[src/rtl/upd7800_clk_pkg.sv]
// Shared quarter encoding, hold-point and strobe decode constants for the
// uPD7800 clock-enable generator.
package upd7800_clk_pkg;

  typedef enum logic [1:0] {
    Q_CP1  = 2'd0,
    Q_GAP1 = 2'd1,
    Q_CP2  = 2'd2,
    Q_GAP2 = 2'd3
  } e_quarter;

  // Waits stretch the gap between CP1 falling and CP2 rising.
  localparam e_quarter HOLD_QUARTER = Q_GAP1;

  // Quarter whose first CLK carries each edge strobe.
  localparam e_quarter CP1_POS_Q = Q_CP1;
  localparam e_quarter CP1_NEG_Q = Q_GAP1;
  localparam e_quarter CP2_POS_Q = Q_CP2;
  localparam e_quarter CP2_NEG_Q = Q_GAP2;

  function automatic e_quarter next_quarter(input e_quarter q);
    next_quarter = Q_CP1;
    case (q)
      Q_CP1:   next_quarter = Q_GAP1;
      Q_GAP1:  next_quarter = Q_CP2;
      Q_CP2:   next_quarter = Q_GAP2;
      default: next_quarter = Q_CP1;
    endcase
  endfunction

endpackage

[src/rtl/upd7800_rst_sync.sv]
// Two-flop reset synchroniser: asserts asynchronously, releases on the
// second CLK edge after RESETB rises.
module upd7800_rst_sync (
  input  logic CLK,
  input  logic RESETB,
  output logic RESETB_SYNC
);

  logic meta;

  always_ff @(posedge CLK or negedge RESETB) begin
    if (!RESETB) begin
      meta        <= 1'b0;
      RESETB_SYNC <= 1'b0;
    end else begin
      meta        <= 1'b1;
      RESETB_SYNC <= meta;
    end
  end

endmodule

[src/rtl/upd7800_clkgen.sv]
// Two-phase clock-enable generator and reset stretcher for the uPD7800 core.
// Optional WAITB hold at the CP1-fall/CP2-rise gap: define UPD7800_CLKGEN_WAIT_EN.
module upd7800_clkgen
  import upd7800_clk_pkg::*;
#(
  parameter int DIV          = 1,
  parameter int RESET_CYCLES = 4
) (
  input  logic CLK,
  input  logic RESETB,
  input  logic WAITB,
  output logic CP1,
  output logic CP2,
  output logic CP1_POSEDGE,
  output logic CP1_NEGEDGE,
  output logic CP2_POSEDGE,
  output logic CP2_NEGEDGE,
  output logic CPU_RESETB,
  output logic WAITING
);

  localparam int SUB_W = (DIV > 1) ? $clog2(DIV) : 1;
  localparam int RC_W  = $clog2(RESET_CYCLES + 1);
  localparam logic [SUB_W-1:0] SUB_LAST = SUB_W'(DIV - 1);
  localparam logic [RC_W-1:0]  RC_MAX   = RC_W'(RESET_CYCLES);

  logic             run;
  e_quarter         q, q_nxt;
  logic [SUB_W-1:0] sub, sub_nxt;
  logic [RC_W-1:0]  rc, rc_nxt;
  logic             rstb_nxt;
  logic             hold;
  logic             adv;
  logic             strobe;

  upd7800_rst_sync u_rst_sync (
    .CLK         (CLK),
    .RESETB      (RESETB),
    .RESETB_SYNC (run)
  );

`ifndef UPD7800_CLKGEN_WAIT_EN
  logic unused_waitb;
  assign unused_waitb = WAITB;
`endif

  always_comb begin
    hold     = 1'b0;
    q_nxt    = q;
    sub_nxt  = sub;
    rc_nxt   = rc;
    rstb_nxt = CPU_RESETB;
`ifdef UPD7800_CLKGEN_WAIT_EN
    hold = run && (q == HOLD_QUARTER) && (sub == SUB_LAST) && !WAITB;
`endif
    adv = run && !hold;
    if (adv) begin
      if (sub == SUB_LAST) begin
        sub_nxt = '0;
        q_nxt   = next_quarter(q);
        // The first Q3->Q0 step starts cycle 1, so the count reaches
        // RESET_CYCLES one entry before the stretch is complete.
        if (q == Q_GAP2) begin
          if (rc == RC_MAX) rstb_nxt = 1'b1;
          else              rc_nxt   = rc + 1'b1;
        end
      end else begin
        sub_nxt = sub + 1'b1;
      end
    end
    // Strobes fire only on a real step into a quarter's first CLK, never
    // while idling before run or while held.
    strobe = adv && (sub_nxt == '0);
  end

  always_ff @(posedge CLK or negedge RESETB) begin
    if (!RESETB) begin
      q           <= Q_GAP2;
      sub         <= SUB_LAST;
      rc          <= '0;
      CP1         <= 1'b0;
      CP2         <= 1'b0;
      CP1_POSEDGE <= 1'b0;
      CP1_NEGEDGE <= 1'b0;
      CP2_POSEDGE <= 1'b0;
      CP2_NEGEDGE <= 1'b0;
      CPU_RESETB  <= 1'b0;
      WAITING     <= 1'b0;
    end else begin
      q           <= q_nxt;
      sub         <= sub_nxt;
      rc          <= rc_nxt;
      CP1         <= (q_nxt == Q_CP1);
      CP2         <= (q_nxt == Q_CP2);
      CP1_POSEDGE <= strobe && (q_nxt == CP1_POS_Q);
      CP1_NEGEDGE <= strobe && (q_nxt == CP1_NEG_Q);
      CP2_POSEDGE <= strobe && (q_nxt == CP2_POS_Q);
      CP2_NEGEDGE <= strobe && (q_nxt == CP2_NEG_Q);
      CPU_RESETB  <= rstb_nxt;
      WAITING     <= hold;
    end
  end

endmodule

[config.mk]
export PLATFORM = sky130hd
export DESIGN_NAME = upd7800_clkgen
export DESIGN_NICKNAME = d
export VERILOG_FILES = /design/src/rtl/upd7800_clk_pkg.sv /design/src/rtl/upd7800_rst_sync.sv /design/src/rtl/upd7800_clkgen.sv
export SDC_FILE = /design/constraint.sdc
export NUM_CORES = 1
export LEC_CHECK = 0
export CELL_PAD_IN_SITES_DETAIL_PLACEMENT = 2
export CELL_PAD_IN_SITES_GLOBAL_PLACEMENT = 2
export CORE_AREA = 2 2 47 49
export CTS_CLUSTER_DIAMETER = 100
export DETAILED_ROUTE_END_ITERATION = 6
export DIE_AREA = 0 0 49 51
export GPL_TIMING_DRIVEN = 0
export PLACE_DENSITY = 0.73
export SLEW_MARGIN = 20
export SYNTH_ARGS = -nofsm -noshare
export SYNTH_HDL_FRONTEND = slang
export SYNTH_SLANG_ARGS = --single-unit
[constraint.sdc]
create_clock -name CLK -period 2.5 [get_ports CLK]
set_input_delay 0.5 -clock CLK [delete_from_list [all_inputs] [get_ports CLK]]
set_output_delay 0.5 -clock CLK [all_outputs]
set_load 0.05 [all_outputs]
==> impl_summary.log <==
INFO  metric yosysSeqAreaShare = 59.0%
INFO  metric worstPathRequired = about 2.0 ns
INFO  metric fillers = 246
INFO  metric drive_gt1_share = a little under a fifth
INFO  metric crit_path_max_fanout = 2
INFO  metric worst-path-buf-inv = 1
INFO  metric cell_types_with_the_highest_counts_after_synthesis = 13 x sky130_fd_sc_hd__dfrtp_1, 4 x sky130_fd_sc_hd__nor2_1
INFO  metric total_power = 1.07 mW
INFO  metric wl = 1100 µm
INFO  metric finish.net_count = 73
INFO  metric critPathTopFamily = buffers and inverters
INFO  metric wl_met2 = 517 µm
INFO  metric holdBufCountCts = 0
INFO  metric syn_inst = 54
INFO  metric drt_drc_violations_left = 0
INFO  metric finalWorstPathRequiredPeriod = 1.94 ns
INFO  metric critical_path.endpoint_type = output port
INFO  metric cp.arrival = 1.44 ns
INFO  metric worst-setup-path-type = flip-flop to output port
INFO  metric h-tree-depth = 1
INFO  metric n_antenna_cell = 0
INFO  metric total_setup_buffers_inserted_after_cts = 0
INFO  metric firstDrtPassIters = 2
INFO  metric yosys_warnings = 0
INFO  metric area_of_the_placeable_core = 0.00206 mm²
INFO  metric cp-endpoint = CPU_RESETB
INFO  metric first_pass_grt_wire_length = roughly 2000 µm
INFO  metric finalClockSkew = roughly 0.0031 ns
INFO  metric area.sequential = 378 µm²
INFO  metric multiInputGateArea = about 240 µm²
INFO  metric avgRoutedWirePerCell = 11.7 µm
INFO  metric timing.reg2reg.setup_slack = approximately 1.1 ns
INFO  metric timing_hold_violations_final = 0
INFO  metric timing.fmax = slightly above 500 MHz
INFO  metric route.layer.met1.wl = between 500 and 600 µm
INFO  metric final.setup.tns = 0 ns
INFO  metric io_buffer_count = 8
INFO  metric place_congestion = 0.680
INFO  metric drt-vias-per-instance = around 4.4
INFO  metric highest-signal-layer = met4
INFO  metric synth.largest_area_cell = sky130_fd_sc_hd__dfrtp_1
INFO  metric hpwl = 820 µm
INFO  metric p_comb_share = 49.5%
INFO  metric clkTransAtPathRegs = approximately 0.090 ns
INFO  metric worstSkewPairLatency = 0.28 ns
INFO  metric count_of_flip_flops_with_a_built_in_enable_after_synthesis = 0
INFO  metric clock_sink_count = 15
INFO  metric hold_class = flip-flop to flip-flop
INFO  metric synth_nets = 60
INFO  metric clk_path_buf_depth = 2
INFO  metric final_critical_path_share_of_the_clock_period = between 70 and 80%
INFO  metric cts_inserted_buffers = 3
INFO  metric all_layer_gr_usage = between 10% and 20%
INFO  metric grt_overflow_total = 0
INFO  metric power_density = ~1400 mW/mm²
INFO  metric detail_route.iter0.violations = 1
INFO  metric vias = 411
INFO  metric internal-power = 607 µW
INFO  metric floorplan.die.height = 51 µm
INFO  metric standby_leakage_power = 0.360 nW
INFO  metric tritoncts = yes
INFO  metric max_cap_viols = 0
INFO  metric critical_r2r_capture = rc[1]
INFO  metric synth_top_cells_by_area = sky130_fd_sc_hd__dfrtp_1 51%, sky130_fd_sc_hd__dfstp_2 8.2%, sky130_fd_sc_hd__ha_1 5.9%
INFO  metric rsz0062_at_grt = no
INFO  metric cp_startpoint_kind = flip-flop
INFO  metric syn_area = 641 µm²
INFO  metric met3_wl = 25 µm
INFO  metric synth_top_flop_cell = sky130_fd_sc_hd__dfrtp_1
INFO  metric cp-startpoint = CPU_RESETB
INFO  metric async_flop_share = 100%
INFO  metric antenna_violating_nets_post_route = 0
INFO  metric top_level_ports = 11
INFO  metric number_of_stages_on_the_worst_setup_path = 1
INFO  metric fp.dieArea = ~0.0025 mm²
INFO  metric power_frac_seq = approximately 37%
INFO  metric maximum_number_of_pins_on_one_net_before_global_route_repair = 16
INFO  metric final-max-slew-violation-count = 0
INFO  metric vdd.ir_drop.worst = 0.000520 V
INFO  metric syn_area_per_cell = 11.9 µm²
INFO  metric number_of_antenna_violations_at_the_first_check_in_global_routing = 0
INFO  metric synth.most_common_cell = sky130_fd_sc_hd__dfrtp_1
INFO  metric clock_power_share = 13.1%
INFO  metric final-setup-viol-count = 0
INFO  metric std_cell_rows = 17
INFO  metric syn_to_final_growth = 22.1%
INFO  metric timing.max_slew.rel_slack = 55.6%
INFO  metric max_stage_delay = 0.80 ns
INFO  metric crit_chain = clkdlybuf4s50_1
INFO  metric switchingPower = 458 µW
INFO  metric critical-path-slowest-cell = sky130_fd_sc_hd__clkdlybuf4s50_1
INFO  metric first_global_vias = approximately 430
INFO  metric die-width = just under 50 µm
INFO  metric root_buffer = sky130_fd_sc_hd__clkbuf_4
INFO  metric post-synth-top-area-fraction = roughly half
INFO  metric post_cts.resized_instances = 0
INFO  metric synth.ff_latch_count = 15
INFO  metric synth_cell_types = 26
INFO  metric outcome = completed
INFO  metric logic_depth_of_the_worst_register_to_register_path = 4
INFO  metric regToRegStartpoint = q[1]
INFO  metric worst-slew-pin-transition = 0.664 ns
INFO  metric sw_frac_of_total = 43.0%
INFO  metric start_util = 31.0%
## placed cells by master (no fill, tap or decap), types with 3 or more instances in the layout
cell type	instances
sky130_fd_sc_hd__nand2_1	3
sky130_fd_sc_hd__nor2_1	4
sky130_fd_sc_hd__nor2b_1	3
sky130_fd_sc_hd__dfrtp_1	13
sky130_fd_sc_hd__ha_1	3
sky130_fd_sc_hd__clkdlybuf4s50_1	8
sky130_fd_sc_hd__inv_1	3
sky130_fd_sc_hd__clkbuf_4	3
## worst min-delay path by stage
stage	start	end	slack [ns]	cells past startpoint
after floorplan	RESETB	CP1	0.20	0
after global placement	u_rst_sync.meta	u_rst_sync.RESETB_SYNC	0.34	0
after detailed placement	u_rst_sync.meta	u_rst_sync.RESETB_SYNC	0.34	0
after CTS	u_rst_sync.meta	u_rst_sync.RESETB_SYNC	0.37	0
after global routing	u_rst_sync.meta	u_rst_sync.RESETB_SYNC	0.37	0
final	u_rst_sync.meta	u_rst_sync.RESETB_SYNC	0.36	0
## state kept, by name (all words and copies together), names as in the netlist
register / count
CP1: 1
CP2_NEGEDGE: 1
q: 2
CP1_POSEDGE: 1
CP2_POSEDGE: 1
rc: 3
u_rst_sync.RESETB_SYNC: 1
u_rst_sync.meta: 1
CPU_RESETB: 1
sub: 1
CP1_NEGEDGE: 1
CP2: 1
## cell families (layout without fill, tap and decap cells)
kind of cell,Yosys count,after routing,share of synthesized area (%)
other,2,2,1.17
and+or+nand+nor,18,18,16.8
adders and majority gates,3,3,5.86
AOI/OAI and AO/OA,6,6,6.25
xor gates and xnor gates,2,2,2.73
muxes,2,2,3.91
DFF,15,15,59.0
buffers and inverters,6,18,4.30
## area by class of cell
type	instances	area share (%)
well taps	28	4.48
plain buffers	3	2.08
multi-input cells	33	30.1
flip-flops and latches	15	48.3
repair buffers	8	10.2
clock buffers	4	3.36
inverters	3	1.44
## routing by layer
metal | vias up | track usage (%)
met4 | 0 | 8.57
met5 | - | 0
li1 | 193 | -
met3 | 2 | 1.75
met2 | 7 | 16.7
met1 | 209 | 13.4
## worst register-to-register path, delay by kind of cell, from the launching register on
kind	cells	cell delay [ns]
fa+ha+maj	1	0.15
mux	1	0.30
simple gates	2	0.31
flops	1	0.58
## metrics by stage
step                      hold WS (ns)  setup slack [ns]  area [µm²]  cells  utilization, %
after global routing             0.369             0.516         782     94            37.9
after CTS                        0.366             0.547         782     94            37.9
after global placement           0.338             0.878         756     90            36.6
after detailed placement         0.336             0.872         756     90            36.6
final                            0.363             0.562         782     94            37.9
after floorplan                  0.204              1.15         641     54               -
## power groups by stage
stage	Combinational [mW]	Clock, mW	Sequential (mW)
3_3_place_gp	0.522	0	0.401
5_1_grt	0.582	0.157	0.413
2_1_floorplan	0.225	0	0.556
3_5_place_dp	0.535	0	0.405
4_1_cts	0.539	0.147	0.401
6_report	0.527	0.139	0.399
(Power assumes the default switching activity.)
